`src/rtl/seq_mult_pkg.sv`:
```
// Shared types and helpers for the seq_mult shift-and-add multiplier.
package seq_mult_pkg;

  typedef enum logic [1:0] {
    IDLE   = 2'd0,
    RUN    = 2'd1,
    FINISH = 2'd2
  } state_t;

  // Width of the iteration counter for a WIDTH-bit multiplier.
  function automatic int cnt_w(input int width);
    return $clog2(width);
  endfunction

endpackage

```
`src/rtl/seq_mult_ctrl.sv`:
```
// Control FSM for seq_mult: sequences WIDTH RUN cycles plus one FINISH cycle,
// and generates accept, busy and the registered done strobe.
module seq_mult_ctrl
  import seq_mult_pkg::*;
#(
  parameter int WIDTH = 3
) (
  input  logic   clk,
  input  logic   rst_n,
  input  logic   start,
  output logic   accept,
  output logic   busy,
  output logic   done,
  output state_t state
);

  localparam int CW = cnt_w(WIDTH);

  state_t        state_next;
  logic [CW-1:0] count;
  logic          last_bit;

  assign last_bit = (count == CW'(WIDTH - 1));

  always_comb begin
    state_next = state;
    accept     = start && (state == IDLE || state == FINISH);
    busy       = (state != IDLE);
    case (state)
      IDLE:    if (accept) state_next = RUN;
      RUN:     if (last_bit) state_next = FINISH;
      FINISH:  state_next = accept ? RUN : IDLE;
      default: state_next = IDLE;
    endcase
  end

  // done is registered so it rises together with the product register.
  always_ff @(posedge clk or negedge rst_n) begin
    if (!rst_n) begin
      state <= IDLE;
      count <= '0;
      done  <= 1'b0;
    end else begin
      state <= state_next;
      done  <= (state == FINISH);
      if (accept)
        count <= '0;
      else if (state == RUN)
        count <= count + 1'b1;
    end
  end

endmodule

```
`src/rtl/seq_mult.sv`:
```
// Sequential shift-and-add multiplier, one multiplier bit per clock.
// Define SEQ_MULT_SIGNED_EN for two's complement operands.
module seq_mult
  import seq_mult_pkg::*;
#(
  parameter int WIDTH = 3
) (
  input  logic               clk,
  input  logic               rst_n,
  input  logic               start,
  input  logic [WIDTH-1:0]   a,
  input  logic [WIDTH-1:0]   b,
  output logic               busy,
  output logic               done,
  output logic [2*WIDTH-1:0] p
);

  logic               accept;
  state_t             state;
  logic [2*WIDTH-1:0] mcand;
  logic [WIDTH-1:0]   mplier;
  logic [2*WIDTH-1:0] acc;
  logic [WIDTH-1:0]   a_mag;
  logic [WIDTH-1:0]   b_mag;
  logic [2*WIDTH-1:0] result;

  seq_mult_ctrl #(.WIDTH(WIDTH)) u_ctrl (
    .clk    (clk),
    .rst_n  (rst_n),
    .start  (start),
    .accept (accept),
    .busy   (busy),
    .done   (done),
    .state  (state)
  );

`ifdef SEQ_MULT_SIGNED_EN
  logic sign;

  // Negating the most-negative value wraps to itself, which read as
  // unsigned is exactly its magnitude.
  assign a_mag  = a[WIDTH-1] ? -a : a;
  assign b_mag  = b[WIDTH-1] ? -b : b;
  assign result = sign ? -acc : acc;

  always_ff @(posedge clk or negedge rst_n) begin
    if (!rst_n)
      sign <= 1'b0;
    else if (accept)
      sign <= a[WIDTH-1] ^ b[WIDTH-1];
  end
`else
  assign a_mag  = a;
  assign b_mag  = b;
  assign result = acc;
`endif

  always_ff @(posedge clk or negedge rst_n) begin
    if (!rst_n) begin
      mcand  <= '0;
      mplier <= '0;
      acc    <= '0;
      p      <= '0;
    end else begin
      // In a back-to-back FINISH, p captures the old acc before it is cleared.
      if (state == FINISH)
        p <= result;
      if (accept) begin
        mcand  <= {{WIDTH{1'b0}}, a_mag};
        mplier <= b_mag;
        acc    <= '0;
      end else if (state == RUN) begin
        if (mplier[0])
          acc <= acc + mcand;
        mcand  <= mcand << 1;
        mplier <= mplier >> 1;
      end
    end
  end

endmodule
```
`config.mk`:
```
export PLATFORM = sky130hd
export DESIGN_NAME = seq_mult
export DESIGN_NICKNAME = d
export VERILOG_FILES = /design/src/rtl/seq_mult_pkg.sv /design/src/rtl/seq_mult_ctrl.sv /design/src/rtl/seq_mult.sv
export SDC_FILE = /design/constraint.sdc
export NUM_CORES = 1
export LEC_CHECK = 0
export CAP_MARGIN = 0
export CORE_MARGIN = 1
export CORE_UTILIZATION = 48
export CTS_CLUSTER_SIZE = 40
export DETAILED_ROUTE_END_ITERATION = 10
export GPL_ROUTABILITY_DRIVEN = 0
export PLACE_DENSITY = 0.74
export SLEW_MARGIN = 15
export SYNTH_ARGS = -nofsm -noshare
export SYNTH_HDL_FRONTEND = slang
export SYNTH_HIERARCHICAL = 1
export SYNTH_SLANG_ARGS = --single-unit
```
`constraint.sdc`:
```
create_clock -name clk -period 1.55 [get_ports clk]
set_input_delay 0.3875 -clock clk [delete_from_list [all_inputs] [get_ports clk]]
set_output_delay 0.3875 -clock clk [all_outputs]
set_load 0.01 [all_outputs]
```
Word level (Yosys, flattened, before mapping)
Cells that the tools add are included.
- bits in registers: 26
- latch bits: 0
- bits in writable memories: 0
- memory bits (read-only): 0
- bits of input ports: 9
- output and inout port bits: 8
- logic and storage cells: 35
- memories: 0
- add/subtract/negate cells: 2
- $mul: 0
- divide/modulo/power cells: 0
- $lt $le $gt $ge: 0
- eq/ne operators: 5
- shift operators: 0
- muxes and demuxes: 13
- bitwise logic cells: 0
- reduce and logical (&&, ||, !) cells: 8
- operators by type and width (kind ; number):
    $mux 6 ; 5
    $mux 2 ; 4
    $add 6x6->6 ; 1
    $mux 3 ; 2
    $pmux 2 s3 ; 1
    $reduce_bool 2->1 ; 3
    $eq 2x2->1 const B ; 2
    $reduce_and 2->1 ; 2
    $add 2x1->2 const B ; 1
    $eq 2x1->1 const B ; 1
    $logic_not 2->1 ; 1
    $ne 2x1->1 const B ; 1
    $ne 2x2->1 const B ; 1
    $logic_and 1x1->1 ; 1
    $logic_or 1x1->1 ; 1
    $mux 1 ; 1

Logic depth before layout (Yosys ltp)
- depth in word-level cells: 5
- depth in mapped cells: 7
- mapped depth without buffers: 7

Modules after synthesis
The synthesis kept the hierarchy.
- by module, submodules not included (module ; times used ; cells each ; area an instance (µm²) ; sequential area each (µm²)):
    seq_mult ; 1 ; 100 ; 1061.0 ; 525.5
    seq_mult_ctrl ; 1 ; 20 ; 225.2 ; 125.1

Worst setup path after synthesis
OpenSTA, ideal clock, no wires.
- kind: register -> register
- start: reg mcand[0]
- end: reg acc[4]
- data arrival time: 1.622 ns
- required time: 1.472 ns
- slack: -0.150 ns
- stages on the path, launching flop included: 8
- clock period less this slack: 1.700 ns
- cells stage by stage: dfrtp_1 -> ha_1 -> fa_1 -> a21o_1 -> a21oi_1 -> xnor2_1 -> nand2_1 -> a21oi_1
- word-level cells in the longest chain between the ends: 4
- RTL lines (what ; RTL line ; RTL):
    from (decl) ; seq_mult.sv:20 ; logic [2*WIDTH-1:0] mcand;
    from (signal assigned) ; seq_mult.sv:69 ; mcand <= {{WIDTH{1'b0}}, a_mag};
    from (signal assigned) ; seq_mult.sv:75 ; mcand <= mcand << 1;
    $add 6x6->6 ; seq_mult.sv:74 ; acc <= acc + mcand;
    $mux 6 ; seq_mult.sv:73 ; if (mplier[0])
    $mux 6 ; seq_mult.sv:72 ; end else if (state == RUN) begin
    $mux 6 ; seq_mult.sv:68 ; if (accept) begin
    to (signal assigned) ; seq_mult.sv:74 ;
    to (decl) ; seq_mult.sv:22 ; logic [2*WIDTH-1:0] acc;
No other way between the ends. The select of a mux whose other input is x is not followed.
A chain may end at the register's enable or synchronous reset.

Worst setup path after layout
- start: reg acc[1]
- end: reg acc[5]
- word-level cells in the longest chain between the ends: 4
- RTL lines (what ; RTL line):
    $add 6x6->6 ; seq_mult.sv:74
    $mux 6 ; seq_mult.sv:73
    $mux 6 ; seq_mult.sv:72
    $mux 6 ; seq_mult.sv:68
No other way between the ends. The select of a mux whose other input is x is not followed.

==> metrics <==
RSZ-0062 raised after global routing true; Worst EP required roughly 1800 ps; vias 990; initial antenna violation count 0; Mapped Nets 136; leak pwr 0.842 nW; reg-to-reg slack, setup -210 ps; GR Overflow Total 0; H-Tree Level Count 1; total track usage 0.201; Setup violations, final 3; Post-synth EDFFs 0; slowest cell on the critical path dfrtp_1; IO buf count 16; maxcap violations 0; starting density of the core 0.515; Area Overhead vs Synth 30.4%; final instance area about 1700 um2; Post-DRT Antenna Nets 0; Max Slew Vio Count 0; TritonCTS clock tree done; Synth area leaders dfrtp_1, nand2_1, ha_1, mux2_2, a21oi_1; combinational fraction of design power 0.551; Worst-path clk slew 130 ps; Setup crit start kind register; Critical Path Sink Type register; sequential-to-total area share from yosys stat 0.506; Crit Path Class reg2reg; synthesized cell area 1290 um2; crit path cell chain ha_1 -> a21o_1 -> nand4_1 -> a31o_1 -> a21oi_2 -> mux2_4; minimum clock period after layout between 1500 and 2000 ps; clock sinks 26; Max Freq about 0.57 GHz; I/O pin cnt 17; clock tree buffer depth 2; die span in y approximately 54 um; Hold Buf Count CTS 0; Yosys reg bits 26; detailed router's first-iteration violation count 16; die area roughly 2900 um2; Clk pwr share 0.089; Worst Hold Class in2async; sw frac 0.365; TritonCTS buffer count 3; Final Hold Violating Endpoints 0; clk_lat worst skew between 300 and 400 ps; drt drc 0; Pint around 0.0020 W; power per cell area between 1500 and 2000 nW/um2; layout cell share with drive strength beyond 1 0.277; fillers between 150 and 200; YS warnings 6; Inserted Diodes 0; average size of a mapped cell ~11 um2; DP Wirelength ~1.8 mm; status finished with violations; Slew @ Worst Pin around 400 ps; setup ws final -206 ps; dpl cell area about 1600 um2; Final Routed Wirelength ~2.4 mm; delay of the slowest critical-path stage slightly above 400 ps; post-synthesis async set-or-reset flop share 1.00; worst slack at placement -179 ps; VDD IR max approximately 1.1 mV; Main synth FF type dfrtp_1; pin count of the biggest net entering global routing 27; count of different cell masters after synthesis 32; Synth top area share 0.506; sw power roughly 0.0011 W; CP max FO 2; count leader, synth dfrtp_1; PnR Total Power 0.00312 W; crit path buf inv count 0; Largest delay share family, worst path compound AO/OA/AOI/OAI gates; Arr. time, crit path ~2000 ps; failing checks negative setup slack; Sequential Power Share 0.360; Final nets between 150 and 200; vias in the first global route 935; synthesized instance count 120; period utilisation layout 1.13; die width between 50 and 60 um; CTS root buffer clkbuf_4; core area between 2000 and 2500 um2; # rows 18; Wirelength per Cell 12.8 um; Synth top cells by count dfrtp_1, nand2_1, a21oi_1; Max-Slew Margin vs Limit 0.734; leading area contributor after synthesis dfrtp_1; drt pass-1 iters 4; first-pass GRT wire length approximately 4.0 mm; routed vias/inst 5.24; Clock Skew ~0.78 ps
[layout by cell type (no fill, tap or decap), types with 2 or more instances in the layout]
| master | synthesis | final |
|---|---|---|
| clkdlybuf4s50_1 | 0 | 8 |
| ha_1 | 6 | 5 |
| dlygate4sd2_1 | 0 | 7 |
| nand2_1 | 23 | 23 |
| buf_4 | 0 | 24 |
| a21o_1 | 2 | 2 |
| nand4_1 | 2 | 2 |
| clkbuf_4 | 0 | 3 |
| dfrtp_1 | 26 | 26 |
| o21ai_0 | 6 | 6 |
| mux2i_1 | 4 | 4 |
| xnor2_1 | 4 | 3 |
| nor2_1 | 3 | 3 |
| nor2b_1 | 2 | 2 |
| nand2b_1 | 4 | 4 |
| a21oi_1 | 10 | 9 |
| inv_1 | 2 | 2 |
| a21oi_2 | 1 | 2 |
| mux2_2 | 6 | 6 |
[kinds of logic (layout without fill, tap and decap cells)]
| group | Yosys count | in the layout | synth area share |
|---|---|---|---|
| simple gates | 41 | 41 | 0.156 |
| xor+xnor | 4 | 4 | 0.0272 |
| buf+inv | 7 | 46 | 0.0272 |
| compound gates | 24 | 24 | 0.118 |
| fa+ha+maj | 7 | 7 | 0.0739 |
| mux | 11 | 11 | 0.0924 |
| flops | 26 | 26 | 0.506 |
[layout make-up]
cell class	count	area, um2	area share
multi-input combinational	87	621	0.370
inverter	2	7.51	0.00448
sequential	26	651	0.388
timing repair buffer	41	338	0.201
clock buffer	3	22.5	0.0134
tap	30	37.5	0.0224
[worst reg2reg max path: stages, from the launching register on]
cell and delay (ps):
dfrtp_1 410, ha_1 290, a21o_1 150, nand4_1 120
a31o_1 210, a21oi_2 160, mux2_4 310
[worst paths after layout]
check,from,to,cells past startpoint
max in group asynchronous,rst_n,mplier[2],2
worst min-delay path,rst_n,p[5],2
min in group clk,p[3],p[3],1
worst max register to register,acc[1],acc[5],6
worst min register to register,p[3],p[3],1
worst max-delay path,acc[1],acc[5],6
[registers in the layout, summed over array words and instances (netlist names)]
register	flops
mcand	6
u_ctrl/done	1
u_ctrl/state	2
mplier	3
u_ctrl/count	2
p	6
acc	6
[power groups by stage]
stage               sequential, W  combinational, W  clock (W)
CTS                       0.00113           0.00166   0.000292
floorplan                 0.00120          0.000929          0
detailed placement        0.00115           0.00169          0
finish                    0.00112           0.00172   0.000278
global placement          0.00113           0.00164          0
global route              0.00116           0.00192   0.000312
[stage by stage]
stage / hold WS, ps / cells / TNS, ps / util
3_3_place_gp: 488 / 182 / -221 / 0.648
6_report: 419 / 189 / -475 / 0.671
5_1_grt: 470 / 189 / -689 / 0.671
3_5_place_dp: 493 / 182 / -384 / 0.648
4_1_cts: 424 / 187 / -282 / 0.660
2_1_floorplan: 91.9 / 120 / -168 / -
[layer usage]
layer	share of wire	track usage	up-vias	wire, um
met4	0.014	0.0921	0	34
met2	0.49	0.325	19	1190
met5	0	0	-	0
met1	0.47	0.266	474	1150
met3	0.022	0.0254	4	53
li1	-	-	493	-
[repair_timing]
item / CTS / global route
endpoints found under the setup margin: 10 / 4
gates resized for setup: 13 / 2
pin swaps: 8 / 4
endpoints found under the hold margin: 0 / 0
setup buffers: 2 / 2
No activity file was read; power rests on OpenSTA's default activity.
